File: src/rtl/led_anim_sequencer.sv
// Frame sequencer: steps the 8-entry pattern table and holds each frame on led for div_l cycles.
// Latency: start accepted at edge N -> LOAD after N, new led + frame_strobe after N+1.
// No backpressure: start/stop are one-cycle requests, stop wins over start in the same cycle.
module led_anim_sequencer #(
  parameter int DIV_W = 24
) (
  input  logic             clk,
  input  logic             rst_n,
  input  logic             start,
  input  logic             stop,
  input  logic [1:0]       mode,
  input  logic [DIV_W-1:0] frame_div,
  output logic [2:0]       rom_addr,
  input  logic [7:0]       rom_data,
  output logic [7:0]       led,
  output logic             busy,
  output logic             frame_strobe,
  output logic             done
);

  typedef enum logic [1:0] {
    S_IDLE   = 2'd0,
    S_LOAD   = 2'd1,
    S_WAIT   = 2'd2,
    S_FINISH = 2'd3
  } state_t;

  localparam logic [1:0] MODE_ONESHOT  = 2'd1;
  localparam logic [1:0] MODE_PINGPONG = 2'd2;

  state_t           state_q, state_d;
  logic [2:0]       addr_q, addr_d;
  logic [7:0]       led_q, led_d;
  logic             busy_q, busy_d;
  logic             strobe_q, strobe_d;
  logic             done_q, done_d;
  logic [DIV_W-1:0] cnt_q, cnt_d;
  logic             dir_down_q, dir_down_d;
  logic [1:0]       mode_q, mode_d;
  logic [DIV_W-1:0] div_q, div_d;

  // State and output registers; every output is taken straight from a flop.
  always_ff @(posedge clk or negedge rst_n) begin
    if (!rst_n) begin
      state_q    <= S_IDLE;
      addr_q     <= 3'd0;
      led_q      <= 8'h00;
      busy_q     <= 1'b0;
      strobe_q   <= 1'b0;
      done_q     <= 1'b0;
      cnt_q      <= '0;
      dir_down_q <= 1'b0;
      mode_q     <= 2'd0;
      div_q      <= DIV_W'(2);
    end else begin
      state_q    <= state_d;
      addr_q     <= addr_d;
      led_q      <= led_d;
      busy_q     <= busy_d;
      strobe_q   <= strobe_d;
      done_q     <= done_d;
      cnt_q      <= cnt_d;
      dir_down_q <= dir_down_d;
      mode_q     <= mode_d;
      div_q      <= div_d;
    end
  end

  // Next-state logic: stop, then start, then the playback FSM proper.
  always_comb begin
    state_d    = state_q;
    addr_d     = addr_q;
    led_d      = led_q;
    busy_d     = busy_q;
    strobe_d   = 1'b0;
    done_d     = 1'b0;
    cnt_d      = cnt_q;
    dir_down_d = dir_down_q;
    mode_d     = mode_q;
    div_d      = div_q;

    if (stop) begin
      state_d    = S_IDLE;
      addr_d     = 3'd0;
      led_d      = 8'h00;
      busy_d     = 1'b0;
      cnt_d      = '0;
      dir_down_d = 1'b0;
    end else if (start) begin
      // Periods below 2 cannot fit one LOAD plus at least one WAIT cycle.
      mode_d     = mode;
      div_d      = (frame_div < DIV_W'(2)) ? DIV_W'(2) : frame_div;
      addr_d     = 3'd0;
      dir_down_d = 1'b0;
      busy_d     = 1'b1;
      cnt_d      = '0;
      state_d    = S_LOAD;
    end else begin
      case (state_q)
        S_LOAD: begin
          led_d    = rom_data;
          strobe_d = 1'b1;
          cnt_d    = '0;
          state_d  = S_WAIT;
        end
        S_WAIT: begin
          cnt_d = cnt_q + DIV_W'(1);
          if (cnt_q == div_q - DIV_W'(2)) begin
            state_d = S_LOAD;
            case (mode_q)
              MODE_ONESHOT: begin
                if (addr_q == 3'd7) state_d = S_FINISH;
                else                addr_d  = addr_q + 3'd1;
              end
              MODE_PINGPONG: begin
                // Flip at the endpoint itself so 0 and 7 are shown once per pass.
                if (dir_down_q) begin
                  addr_d = addr_q - 3'd1;
                  if (addr_q == 3'd1) dir_down_d = 1'b0;
                end else begin
                  addr_d = addr_q + 3'd1;
                  if (addr_q == 3'd6) dir_down_d = 1'b1;
                end
              end
              default: addr_d = addr_q + 3'd1;
            endcase
          end
        end
        S_FINISH: begin
          // led keeps frame 7 on purpose; only busy and the address are cleared.
          done_d  = 1'b1;
          busy_d  = 1'b0;
          addr_d  = 3'd0;
          state_d = S_IDLE;
        end
        default: state_d = S_IDLE;
      endcase
    end
  end

  assign rom_addr     = addr_q;
  assign led          = led_q;
  assign busy         = busy_q;
  assign frame_strobe = strobe_q;
  assign done         = done_q;

endmodule
File: config.mk
export PLATFORM = sky130hd
export DESIGN_NAME = led_anim_sequencer
export DESIGN_NICKNAME = d
export VERILOG_FILES = /design/src/rtl/led_anim_sequencer.sv
export SDC_FILE = /design/constraint.sdc
export NUM_CORES = 1
export LEC_CHECK = 0
export CAP_MARGIN = 15
export CORE_ASPECT_RATIO = 0.7
export CORE_MARGIN = 2
export CORE_UTILIZATION = 56
export CTS_BUF_LIST = sky130_fd_sc_hd__clkbuf_4 sky130_fd_sc_hd__clkbuf_8 sky130_fd_sc_hd__clkbuf_16
export CTS_CLUSTER_DIAMETER = 40
export CTS_CLUSTER_SIZE = 16
export DETAILED_ROUTE_END_ITERATION = 16
export PLACE_DENSITY = 0.81
export SLEW_MARGIN = 40
export SYNTH_ARGS = -nofsm -noshare
export SYNTH_HDL_FRONTEND = slang
export SYNTH_SLANG_ARGS = --single-unit
export TNS_END_PERCENT = 20
File: constraint.sdc
create_clock -name clk -period 4.5 [get_ports clk]
set_input_delay 1.125 -clock clk [delete_from_list [all_inputs] [get_ports clk]]
set_output_delay 1.125 -clock clk [all_outputs]
set_load 0.01 [all_outputs]
# --- Yosys cells after proc, flatten, opt, wreduce, memory -nomap -nowiden ---
# Cells that the tools add are included.
word_totals:
  reg_bits: 67
  output_inout_bits: 14
  word_cells: 76
classes:
  add_sub_neg: 4
  n_lt_le_gt_ge: 1
  n_eq_ne: 12
  mux: 37
  bitwise_logic: 1
  n_reduce_logical: 11
ops:
  columns: ["operator", "n"]
  rows:
  - ["$mux W24", 3]
  - ["$pmux W24 S2", 1]
  - ["$add A24 B1 Y24 const B", 1]
  - ["$eq A24 B24 Y1", 1]
  - ["$lt A24 B2 Y1 const B", 1]
  - ["$mux W8", 3]
  - ["$sub A24 B2 Y24 const B", 1]
  - ["$mux W1", 17]
  - ["$mux W3", 5]
  - ["$pmux W3 S2", 2]
  - ["$reduce_bool A3 Y1", 4]
  - ["$mux W2", 5]
  - ["$reduce_bool A4 Y1", 2]
  - ["$eq A2 B2 Y1 const B", 3]
  - ["$eq A3 B3 Y1 const B", 2]
  - ["$reduce_and A3 Y1", 2]
  - ["$ne A5 B5 Y1 const B", 1]
  - ["$eq A2 B1 Y1 const B", 2]
  - ["$ne A4 B4 Y1 const B", 1]
  - ["$pmux W2 S2", 1]
  - ["$reduce_and A2 Y1", 2]
  - ["$add A3 B1 Y3 const B", 1]
  - ["$eq A3 B1 Y1 const B", 1]
  - ["$sub A3 B1 Y3 const B", 1]
  - ["3 further kinds", 3]

# --- Logic depth before layout (Yosys ltp) ---
logic_depth:
  ltp_word: 8
  ltp_mapped: 11
  ltp_nobuf: 10

# --- Worst setup path before layout ---
# No wires, ideal clock.
synth_timing:
  path_type: "register -> register"
  from: "register div_q[8]"
  to: "register addr_q[1] (netlist: rom_addr[1])"
  setup_ns: 0.069
  t_arrival_ns: 3.174
  required_time_ns: 4.431
  setup_slack_ns: 1.257
  stages_incl_launch_ff: 10
  path_cell_list: "dfrtp_1 buf_6 or4_4 nor4_4 nand3b_1 xnor2_1 or4_4 or4_4 or4_1 nand3_1"
synth_via:
  elab_chain_cells: 4
synth_rtl:
  columns: ["item", "line", "rtl"]
  rows:
  - ["start: declaration", "40", "logic [DIV_W-1:0] div_q, div_d;"]
  - ["start signal: assignment", "65", "div_q <= div_d;"]
  - ["$sub A24 B2 Y24", "108", "if (cnt_q == div_q - DIV_W'(2)) begin"]
  - ["$eq A24 B24 Y1", "108", null]
  - ["$ne A4 B4 Y1 (no line)", null, null]
  - ["$reduce_and A3 Y1 (no line)", null, null]
  - ["end signal: assignment", "57", "addr_q <= addr_d;"]
  - ["end: declaration", "32", "logic [2:0] addr_q, addr_d;"]
# No other way between the ends.
# A chain may end at the register's enable or synchronous reset.

# --- Worst setup path after layout ---
layout_timing:
  from: "register div_q[7]"
  to: "register addr_q[1] (netlist: rom_addr[1])"
# Same word-level chain as after synthesis.

==> results.json <==
{
  "status": "finished, final reports clean",
  "grtUsageTotal_pct": 25.3,
  "pin_count": 52,
  "cp_slowest_stage_delay_ps": 590,
  "multiInputGateArea_sq_um": 2130,
  "drv_slew": 0,
  "cpMostUsedCell": "or4_4",
  "syn_area_per_cell_sq_um": 9.68,
  "ctsHtreeMaxLevel": 3,
  "hold_viol_final": 0,
  "core-area_sq_um": 6760,
  "die-area_sq_um": 7700,
  "layout-drive-gt1-share_pct": 11.8,
  "path_buf_inv": 0,
  "cts_sinks": 67,
  "vdd.ir_drop.worst_mv": 0.195,
  "synth_ff_type": "dfrtp_1",
  "crit_chain": "or4_4, nor4_4, nand4_1, nand2_1, o21ai_0, or4_4, or4_4, or4_1, nand3_1",
  "dp_hpwl_um": 6780,
  "num-fill-cells": 540,
  "first_iter_violations": 283,
  "gp_congestion": 0.939,
  "rows": 25,
  "slew_headroom_pct": 41.3,
  "rsz0062_at_grt": "no",
  "syn-cell-area_sq_um": 3920,
  "viasPerCell": 5.83,
  "synth_edf_count": 0,
  "synth-seq-cells": 67,
  "worstMarginPinSlew_ps": 872,
  "area_delta_synth_final_pct": 19.2,
  "regArea_sq_um": 1680,
  "min_path_type": "flip-flop to flip-flop",
  "critical_path_arrival_ps": 3840,
  "first_global_vias": 3045,
  "synthArstFlopShare_pct": 100,
  "crit_fanout": 6,
  "power_density_nw_per_um2": 291,
  "cts_buffer_depth": 2,
  "clk_pin_slew_ps": 80,
  "io_buffers": 51,
  "final_cell_mix": "dfrtp_1, nor2_1, clkdlybuf4s50_1, nand2_1, mux2_2",
  "fp.dieH_um": 74,
  "antenna_found_initial": 0,
  "post_cts_buffers": 0,
  "drc": 0,
  "crit_slowest_cell": "or4_4",
  "grt_pass1_wl_um": 15100,
  "setup_viol": 0,
  "start_util_pct": 58.0,
  "clock.fmax_ghz": 0.282,
  "cts_buffers": 9,
  "crit_family": "simple AND/OR/NAND/NOR gates",
  "die_x_um": 104,
  "yosys_warnings": 0,
  "final_common_cell": "dfrtp_1",
  "clock_skew_ps": 13.0,
  "dr.pass1.iters": 4,
  "ys_seq_area_share_pct": 42.8,
  "whs_ps": 521,
  "worstSetupStartpointType": "flip-flop",
  "cts_tree": "done",
  "syn_inst": 405,
  "p_leak_nw": 1.90,
  "cts_hold_buf": 0,
  "grt_start_max_net_pins": 49,
  "crit_required_ps": 4790,
  "cts_resized": 0,
  "layout.nets": 501,
  "cts-root-buf": "clkbuf_8",
  "wirelength_um": 9180,
  "vias": 3219,
  "postRouteAntennaNets": 0,
  "critPathCaptureType": "flip-flop",
  "synth_fp_nets": 453,
  "cap_violations": 0,
  "setup_tns_ps": 0,
  "n_antenna_cell": 0,
  "clk_latency_ps": 350,
  "ys_types": 48,
  "path_class": "flip-flop to flip-flop",
  "post-route-period-util_pct": 78.8,
  "grt_overflow": 0,
  "period_minus_slack_ps": 3540,
  "wl_per_cell_um": 16.6
}
power breakdown:
group | switching, mW | internal (mW) | total, mW | leakage (nW)
clock network | 0.238 | 0.213 | 0.451 | 0.0843
registers | 0.0561 | 0.640 | 0.696 | 0.874
logic | 0.101 | 0.113 | 0.215 | 0.941
total | 0.395 | 0.967 | 1.36 | 1.90
synth_stat cells (2+ instances only):
| library cell | n | area [sq um] |
|---|---|---|
| nor3b_1 | 3 | 22.5 |
| clkbuf_1 | 14 | 52.6 |
| nand2b_1 | 8 | 50.1 |
| or3_1 | 5 | 31.3 |
| xnor2_1 | 22 | 193 |
| o21ai_0 | 8 | 40.0 |
| a21oi_1 | 16 | 80.1 |
| dfrtp_1 | 66 | 1650 |
| ha_1 | 10 | 125 |
| and3_1 | 3 | 18.8 |
| nor2b_1 | 5 | 31.3 |
| and4_1 | 4 | 35.0 |
| mux2_2 | 25 | 282 |
| nor4_1 | 12 | 75.1 |
| inv_1 | 10 | 37.5 |
| a211oi_1 | 2 | 15.0 |
| nor3_1 | 13 | 65.1 |
| o22ai_1 | 2 | 12.5 |
| xor2_1 | 22 | 193 |
| or4_1 | 3 | 22.5 |
| or4_4 | 3 | 33.8 |
| nand4b_1 | 2 | 17.5 |
| a31oi_1 | 3 | 18.8 |
| nor2_1 | 53 | 199 |
| nand3b_1 | 6 | 45.0 |
| and2_1 | 2 | 12.5 |
| nand2_1 | 25 | 93.8 |
| nand3_1 | 17 | 85.1 |
| mux2i_1 | 13 | 130 |
| nand4_1 | 10 | 62.6 |
path summary, 6_finish.rpt:
path                           start  slack, ps     endpoint  cells past startpoint
min reg2reg                mode_q[1]        520    mode_q[1]                      1
min in group asynchronous      rst_n        780    div_q[18]                      1
min                        mode_q[1]        520    mode_q[1]                      1
max in group asynchronous      rst_n       3010    div_q[15]                      2
max                         div_q[7]        960  rom_addr[1]                      9
max reg2reg                 div_q[7]        960  rom_addr[1]                      9
flip-flops by register name, indices dropped and copies added (netlist names):
signal and flops:
frame_strobe 1, rom_addr 3, div_q 24, dir_down_q 1, led 8, done 1
busy 1, mode_q 2, cnt_q 24, state_q 2
metrics by stage:
step	cell area [sq um]	setup slack [ps]	total power, mW	utilization (%)	std cells
floorplan	3920	1260	0.827	-	405
global placement	4490	917	0.909	66.5	536
detailed placement	4500	779	0.918	66.5	536
CTS	4670	1000	1.37	69.2	552
global route	4670	779	1.43	69.2	552
finish	4670	956	1.36	69.2	552
area by class of cell:
type | count | share of cell area, %
sequential | 67 | 35.9
clock inverter | 6 | 0.883
inverter | 10 | 0.803
multi-input combinational | 311 | 45.6
tap | 94 | 2.52
timing repair buffer | 54 | 11.3
clock buffer | 10 | 2.94
per-layer routing:
metal / GRT usage [%] / vias to the layer above / share of wire, % / routed length, um
met3: 7.36 / 14 / 8.6 / 790
met2: 37.9 / 129 / 43 / 3970
met4: 8.71 / 0 / 1.3 / 121
li1: - / 1523 / - / -
met5: 0 / - / 0 / 0
met1: 35.8 / 1553 / 47 / 4300
kinds of logic (layout without fill, tap and decap cells):
family | Yosys count | after routing | synth area share (%)
AO/OA/AOI/OAI | 39 | 39 | 6.10
XOR/XNOR | 44 | 44 | 9.83
adder cells (fa/ha/maj) | 10 | 10 | 3.19
buffers and inverters | 27 | 80 | 2.81
flip-flops | 67 | 67 | 42.8
multiplexers | 38 | 38 | 10.5
AND/OR/NAND/NOR | 180 | 180 | 24.8
Note: power is estimated with default switching activity, not from simulation.
